<file path="config.mk">
export PLATFORM = sky130hd
export DESIGN_NAME = hslp_seq_ctrl_flat
export DESIGN_NICKNAME = d
export VERILOG_FILES = /design/src/rtl/hslp_seq_ctrl_if.sv /design/src/rtl/hslp_seq_ctrl.sv /design/src/flat_wrapper.sv
export SDC_FILE = /design/constraint.sdc
export NUM_CORES = 1
export LEC_CHECK = 0
export CAP_MARGIN = 15
export CORE_ASPECT_RATIO = 0.5
export CORE_UTILIZATION = 50
export CTS_CLUSTER_SIZE = 28
export DETAILED_ROUTE_END_ITERATION = 8
export DONT_BUFFER_PORTS = 1
export PLACE_DENSITY = 0.71
export SYNTH_ARGS = -nofsm -noshare
export SYNTH_HDL_FRONTEND = slang
export SYNTH_SLANG_ARGS = --single-unit
</file>
<file path="constraint.sdc">
create_clock -name clk -period 2.3 [get_ports clk]
set_input_delay 0.345 -clock clk [delete_from_list [all_inputs] [get_ports clk]]
set_output_delay 0.345 -clock clk [all_outputs]
set_load 0.05 [all_outputs]
</file>
<file path="src/rtl/hslp_seq_ctrl_if.sv">
// Operand, partial-product and result bundle for hslp_seq_ctrl.
// The slave modport is the sequencer; the master modport is its environment.
interface hslp_seq_ctrl_if;
   logic        in_valid;
   logic        in_ready;
   logic [7:0]  a;
   logic [7:0]  b;
   logic [3:0]  pp_a;
   logic [3:0]  pp_b;
   logic [1:0]  pp_mode;
   logic [7:0]  pp_prod;
   logic        out_valid;
   logic        out_ready;
   logic [15:0] prod;

   modport slave (
      input  in_valid, a, b, pp_prod, out_ready,
      output in_ready, pp_a, pp_b, pp_mode, out_valid, prod
   );

   modport master (
      output in_valid, a, b, pp_prod, out_ready,
      input  in_ready, pp_a, pp_b, pp_mode, out_valid, prod
   );
endinterface

</file>
<file path="src/rtl/hslp_seq_ctrl.sv">
// 8x8 multiply sequenced over one shared 4x4 approximate unit (HH, HL, LH, LL nibble products).
// Optional macro HSLP_ZERO_SKIP_EN: a zero operand jumps straight to DONE with a zero result.
module hslp_seq_ctrl #(
   parameter logic [1:0] MODE_HI = 2'd1,
   parameter logic [1:0] MODE_LO = 2'd3
) (
   input logic clk,
   input logic rst_n,
   hslp_seq_ctrl_if.slave bus
);

   typedef enum logic [2:0] {IDLE, HH, HL, LH, LL, DONE} state_t;

   state_t      state_q, state_d;
   logic [7:0]  a_q, b_q;
   logic [15:0] acc_q, acc_d;
   logic [15:0] prod_q;
   logic [3:0]  pp_a, pp_b;
   logic [1:0]  pp_mode;
   logic        handshake;

   assign handshake     = bus.in_valid & (state_q == IDLE);
   assign bus.in_ready  = (state_q == IDLE);
   assign bus.out_valid = (state_q == DONE);
   assign bus.prod      = prod_q;
   assign bus.pp_a      = pp_a;
   assign bus.pp_b      = pp_b;
   assign bus.pp_mode   = pp_mode;

   // Next state, nibble selection and accumulation of the shared unit's product.
   always_comb begin
      state_d = state_q;
      acc_d   = acc_q;
      pp_a    = 4'h0;
      pp_b    = 4'h0;
      pp_mode = 2'd0;
      case (state_q)
         IDLE: begin
            if (handshake) begin
               acc_d = 16'h0000;
`ifdef HSLP_ZERO_SKIP_EN
               if ((bus.a == 8'h00) || (bus.b == 8'h00))
                  state_d = DONE;
               else
                  state_d = HH;
`else
               state_d = HH;
`endif
            end
         end
         HH: begin
            pp_a    = a_q[7:4];
            pp_b    = b_q[7:4];
            pp_mode = MODE_HI;
            acc_d   = acc_q + {bus.pp_prod, 8'h00};
            state_d = HL;
         end
         HL: begin
            pp_a    = a_q[7:4];
            pp_b    = b_q[3:0];
            pp_mode = MODE_HI;
            acc_d   = acc_q + {4'h0, bus.pp_prod, 4'h0};
            state_d = LH;
         end
         LH: begin
            pp_a    = a_q[3:0];
            pp_b    = b_q[7:4];
            pp_mode = MODE_LO;
            acc_d   = acc_q + {4'h0, bus.pp_prod, 4'h0};
            state_d = LL;
         end
         LL: begin
            pp_a    = a_q[3:0];
            pp_b    = b_q[3:0];
            pp_mode = MODE_LO;
            acc_d   = acc_q + {8'h00, bus.pp_prod};
            state_d = DONE;
         end
         DONE: begin
            if (bus.out_ready)
               state_d = IDLE;
         end
         default: state_d = IDLE;
      endcase
   end

   // prod is captured on entry to DONE so it survives the next operation's accumulator clear.
   always_ff @(posedge clk or negedge rst_n) begin
      if (!rst_n) begin
         state_q <= IDLE;
         a_q     <= 8'h00;
         b_q     <= 8'h00;
         acc_q   <= 16'h0000;
         prod_q  <= 16'h0000;
      end else begin
         state_q <= state_d;
         acc_q   <= acc_d;
         if (handshake) begin
            a_q <= bus.a;
            b_q <= bus.b;
         end
         if ((state_d == DONE) && (state_q != DONE))
            prod_q <= acc_d;
      end
   end

endmodule

</file>
<file path="src/flat_wrapper.sv">
// flat-port wrapper written by rule: the top's interface ports become plain ports
module hslp_seq_ctrl_flat 
#(
   parameter logic [1:0] MODE_HI = 2'd1,
   parameter logic [1:0] MODE_LO = 2'd3
)
  (clk, rst_n, bus_in_valid, bus_a, bus_b, bus_pp_prod, bus_out_ready, bus_in_ready, bus_pp_a, bus_pp_b, bus_pp_mode, bus_out_valid, bus_prod);
  hslp_seq_ctrl_if bus_i ();
  input logic clk;
  input logic rst_n;
  input wire logic [$bits(bus_i.in_valid)-1:0] bus_in_valid;
  input wire logic [$bits(bus_i.a)-1:0] bus_a;
  input wire logic [$bits(bus_i.b)-1:0] bus_b;
  input wire logic [$bits(bus_i.pp_prod)-1:0] bus_pp_prod;
  input wire logic [$bits(bus_i.out_ready)-1:0] bus_out_ready;
  output wire logic [$bits(bus_i.in_ready)-1:0] bus_in_ready;
  output wire logic [$bits(bus_i.pp_a)-1:0] bus_pp_a;
  output wire logic [$bits(bus_i.pp_b)-1:0] bus_pp_b;
  output wire logic [$bits(bus_i.pp_mode)-1:0] bus_pp_mode;
  output wire logic [$bits(bus_i.out_valid)-1:0] bus_out_valid;
  output wire logic [$bits(bus_i.prod)-1:0] bus_prod;
  assign bus_i.in_valid = bus_in_valid;
  assign bus_i.a = bus_a;
  assign bus_i.b = bus_b;
  assign bus_i.pp_prod = bus_pp_prod;
  assign bus_i.out_ready = bus_out_ready;
  assign bus_in_ready = bus_i.in_ready;
  assign bus_pp_a = bus_i.pp_a;
  assign bus_pp_b = bus_i.pp_b;
  assign bus_pp_mode = bus_i.pp_mode;
  assign bus_out_valid = bus_i.out_valid;
  assign bus_prod = bus_i.prod;
  hslp_seq_ctrl #(.MODE_HI(MODE_HI), .MODE_LO(MODE_LO)) u_core (.clk(clk), .rst_n(rst_n), .bus(bus_i));
endmodule
</file>
; ---- Word level (Yosys, flattened, before mapping)
; Cells that the tools add are included.
[word_totals]
reg_bits = 51
in_bits = 28
[classes]
n_addsub = 3
n_eq_ne = 7
muxes = 8
n_bitwise = 1
n_reduce_logical = 7
[ops]
columns = cell, n
row1 = one-hot mux 16 bit (4 select lines), 1
row2 = one-hot mux 3 bit (6 select lines), 1
row3 = adder 16 x 12 -> 16 bit, 1
row4 = adder 16 bit, 1
row5 = adder 16 x 8 -> 16 bit, 1
row6 = 2-to-1 mux 16 bit, 1
row7 = one-hot mux 4 bit (2 select lines), 2
row8 = OR reduction 2 bit, 5
row9 = "equality test 3 bit, second input constant", 3
row10 = "equality test 3 x 2 -> 1 bit, second input constant", 2
row11 = 2-to-1 mux 3 bit, 2
row12 = one-hot mux 2 bit (2 select lines), 1
row13 = "equality test 3 x 1 -> 1 bit, second input constant", 1
row14 = logical NOT 3 bit, 1
row15 = "!= test 3 bit, second input constant", 1
row16 = bitwise AND 1 bit, 1
row17 = logical AND 1 bit, 1

; ---- Depth between registers and ports, before layout
[depth]
word_depth = 6
depth_mapped = 9
ltp_nobuf = 9

; ---- Worst setup path after synthesis
; OpenSTA, ideal clock, no wires.
[synth_path]
path_kind = register to register
from = register u_core.state_q[0]
to = register u_core.a_q[0]
setup_ns = 0.125
t_arrival_ns = 2.502
required_ns = 2.175
slack_ns = -0.327
stages_incl_launch_ff = 7
path_buffers = 3
period_less_slack_ns = 2.627
path_cell_list = dfrtp_1 -> buf_6 -> nor3_1 -> and2_1 -> buf_4 -> buf_6 -> mux2_2
[synth_between]
elab_chain_cells = 2
[synth_rtl]
columns = item, line
row1 = start: declaration, hslp_seq_ctrl.sv:14  ; state_t state_q, state_d;
row2 = start signal: assignment, hslp_seq_ctrl.sv:96  ; state_q <= state_d;
row3 = logical NOT 3 bit, --
row4 = via bus_in_ready, flat_wrapper.sv:16  ; output wire logic [$bits(bus_i.in_ready)-1:0] bus_in_ready;
row5 = bitwise AND 1 bit, hslp_seq_ctrl.sv:22  ; assign handshake = bus.in_valid & (state_q == IDLE);
row6 = end signal: assignment, hslp_seq_ctrl.sv:99  ; a_q <= bus.a;
row7 = end: declaration, hslp_seq_ctrl.sv:15  ; logic [7:0] a_q, b_q;
; The timed path passes the listed nets, and every way through them passes these cells.
; A chain may end at the register's enable or synchronous reset.

; ---- Worst setup path in the final report
[layout_path]
from = register u_core.acc_q[4]
to = register u_core.acc_q[10]
[layout_between]
elab_chain_cells = 2
[layout_rtl]
columns = item, line
row1 = start: declaration, hslp_seq_ctrl.sv:16  ; logic [15:0] acc_q, acc_d;
row2 = start signal: assignment, hslp_seq_ctrl.sv:93  ; acc_q <= 16'h0000;
row3 = start signal: assignment, hslp_seq_ctrl.sv:97  ; acc_q <= acc_d;
row4 = adder 16 x 8 -> 16 bit (tied with other cells), hslp_seq_ctrl.sv:76  ; acc_d = acc_q + {8'h00, bus.pp_prod};
row5 = one-hot mux 16 bit (4 select lines) (*), hslp_seq_ctrl.sv:37  ; case (state_q)
row6 = via u_core.acc_d[10], hslp_seq_ctrl.sv:16
; Mark *: on every way through the listed nets, which the timed path passes. The rest lies on a longest branch.

==> summary.md <==
| Metric | Value |
|---|---|
| Worst Path Class, Setup | `flip-flop to flip-flop` |
| CP endpoint kind | `flip-flop` |
| CTS buffer count | `5` |
| Synth Area in XOR/XNOR | `0.0501` |
| DR vias | `2916` |
| Clk sink count | `51` |
| PortBufs | `0` |
| Share of post-route cells with drive strength above 1 | `0.209` |
| Top FF cell, synth | `dfrtp_1` |
| Starting Density | `0.519` |
| Area delta synth->final | `12.7%` |
| Drt initial violations | `138` |
| Top-area cell type share of the netlist area | `0.365` |
| Area after DPL | `0.00365 mm²` |
| Placed Cells | `460` |
| Bufs on Longest Clock Path | `2` |
| Fmax | `454 MHz` |
| Mean Syn Cell Area | `9.65 µm²` |
| Finished Cell Area | `0.00394 mm²` |
| Register area share after synthesis | `0.365` |
| Antenna viol nets, final | `0` |
| Setup crit end | `u_core.acc_q[10]` |
| Initial antenna violation count | `0` |
| Top post-synthesis cells by count | `dfrtp_1 (51), nand2_1 (48), ha_1 (23), a21oi_1 (19), nor2_1 (19)` |
| Worst-margin pin slew | `501 ps` |
| RR Endpoint | `u_core.acc_q[10]` |
| CTS tree | `done` |
| Leading cell type by number of instances after synthesis | `dfrtp_1` |
| Post-synth EDFFs | `0` |
| Clock latency on the worst-skew pair | `300 ps` |
| Area contributors post-synth | `dfrtp_1 (37%), ha_1 (8.2%), mux2_2 (5.5%), nand2_1 (5.2%), a21oi_1 (2.7%)` |
| Register bit total from synthesis | `51` |
| Leak Pwr | `1.78 nW` |
| DRC Markers | `0` |
| Netlist area before placement | `0.00349 mm²` |
| Initial DRT Pass Iterations | `4` |
| Largest family of logic cells by synthesized area | `compound AO/OA/AOI/OAI gates` |
| Reg2Reg Depth | `9` |
| Root buffer cell | `clkbuf_16` |
| Overall die width | `120 µm` |
| Req. time, crit path | `2470 ps` |
| Worst min path class | `input pin to flip-flop` |
| Tmin final | `2200 ps` |
| Final core occ | `0.585` |
| Startpoint Class | `flip-flop` |
| Fraction of registers with async set/reset | `1.00` |
| Final count of hold timing violations | `0` |
| Simple-gate area share of the yosys netlist | `0.151` |
| Status | `complete, no violations` |
| Routed Wire Length | `8650 µm` |
| Maximum VDD drop | `0.00110 V` |
| Synth warn | `0` |
| Final layout net count | `436` |
| Final worst slack | `98.3 ps` |
| Setup violators final | `0` |
| Die Area | `0.00735 mm²` |
| Worst Clk Skew | `6.89 ps` |
| Syn_nets | `416` |
| Pins Over Slew Limit | `0` |
| Largest net degree at the start of global routing | `52` |
| GR Overflow Total | `0` |
| Post-route insts no fill | `475` |
| Slew margin rel. | `0.666` |
| Worst r2r src | `u_core.acc_q[4]` |
| Synth Instances | `362` |
| DP HPWL | `6380 µm` |
| Worst hold slack | `183 ps` |
| Gp weighted congestion | `0.951` |
| CTS H-tree lvls | `2` |
| Synth Area in Compound Gates | `0.227` |
| Fin crit share | `0.957` |
| Clk slew on worst S/H paths | `80 ps` |
| Diodes inserted | `0` |
| Distinct cells, synth | `61` |
| Vias per inst | `6.14` |
| Crit Path Max Fanout | `2` |
| Core area | `0.00673 mm²` |
| Crit. Startpoint | `u_core.acc_q[4]` |
| Per-cell routed wire length | `18.2 µm` |
| R2R setup slack | `100 ps` |
| Pwr per Cell Area | `1730 mW/mm²` |
| Global-route wire length before repair | `13600 µm` |
| Worst Path Arrival | `2370 ps` |
| Num rows | `21` |
| Die H | `61.1 µm` |
| Max cap viols | `0` |
| Mux contribution to synthesized area | `0.0605` |
| Total track usage | `0.245` |
| Largest area contributor in the netlist | `dfrtp_1` |
| # IOs | `56` |
| Vias in the first global route | `2801` |
| Dpl ws | `-13.8 ps` |
| Synth Area in Adders | `0.0996` |
[flip-flops by register name, indices dropped and copies added (netlist names)]
name	cells
u_core.b_q	8
u_core.state_q	3
u_core.acc_q	16
u_core.bus.prod	16
u_core.a_q	8
[worst min path at each step]
| stage | startpoint | end | slack (ps) | depth (start not counted) |
|---|---|---|---|---|
| floorplan | rst_n | u_core.a_q[0] | 50 | 0 |
| finish | bus_a[1] | u_core.a_q[1] | 180 | 1 |
| CTS | bus_a[1] | u_core.a_q[1] | 180 | 1 |
| detailed placement | rst_n | u_core.bus.prod[12] | 50 | 0 |
| global placement | rst_n | u_core.bus.prod[13] | 50 | 0 |
| global route | bus_a[1] | u_core.a_q[1] | 170 | 1 |
[cell type report]
cell class	instances	area (µm²)
flip-flops and latches	51	1280
clock inverters	3	27.5
repair buffers	28	233
clock buffers	5	125
well taps	92	115
inverters	11	41.3
multi-input cells	285	2120
fillers	606	2790
[cell families (layout without fill, tap and decap cells)]
kind of cell / after synthesis / after routing
simple gates: 113 / 113
compound gates: 107 / 107
flops: 51 / 51
fa+ha+maj: 26 / 26
buf+inv: 26 / 47
xor+xnor: 20 / 20
mux: 19 / 19
[what timing repair did]
action / 4_1_cts / 5_1_grt
resized for setup: 7 / 7
setup endpoints to repair: 5 / 9
hold endpoints to repair: 51 / 0
setup buffers: 3 / 2
hold buffers: 2 / 0
pin swaps: 5 / 5
gates cloned: 0 / 0
[per-layer routing]
layer  GRT usage  part of all wire
met5           0                 0
met4      0.0970             0.024
met3      0.0907             0.092
met2       0.411              0.46
met1       0.297              0.43
[critical path: stages (launching register included)]
cell and delay, ps:
dfrtp_1 380, ha_2 190, fa_2 420, a211oi_4 240, buf_4 140, o21bai_1 60
a21oi_1 190, xnor2_1 80, a22oi_1 210, o311ai_1 140
[power by group]
part | internal, mW | total (mW) | leakage (nW) | switching, mW
registers | 1.33 | 2.18 | 0.627 | 0.851
clock network | 0.414 | 0.793 | 0.0719 | 0.379
logic | 1.56 | 3.82 | 1.08 | 2.27
total | 3.30 | 6.80 | 1.78 | 3.50
[layout by cell type, fill, tap and decap left out, drive strengths merged, types with 5 or more instances in the layout]
master	n
ha	23
nor3	9
buf	27
inv	12
or3	5
nand4	5
nand3	10
nand2	48
a221oi	5
a21o	8
nor2	19
a21oi	24
mux2	17
o22ai	5
xor2	10
a22oi	6
clkbuf	5
xnor2	10
nand2b	7
o21ai	21
a211oi	5
dfrtp	51
[metrics by stage]
step	setup TNS [ps]	total power, mW
final	0	6.80
after CTS	0	6.68
after global routing	-6.43	7.23
after detailed placement	-13.8	5.79
after global placement	0	5.66
after floorplan	0	5.00
Note: power is estimated with default switching activity, not from simulation.
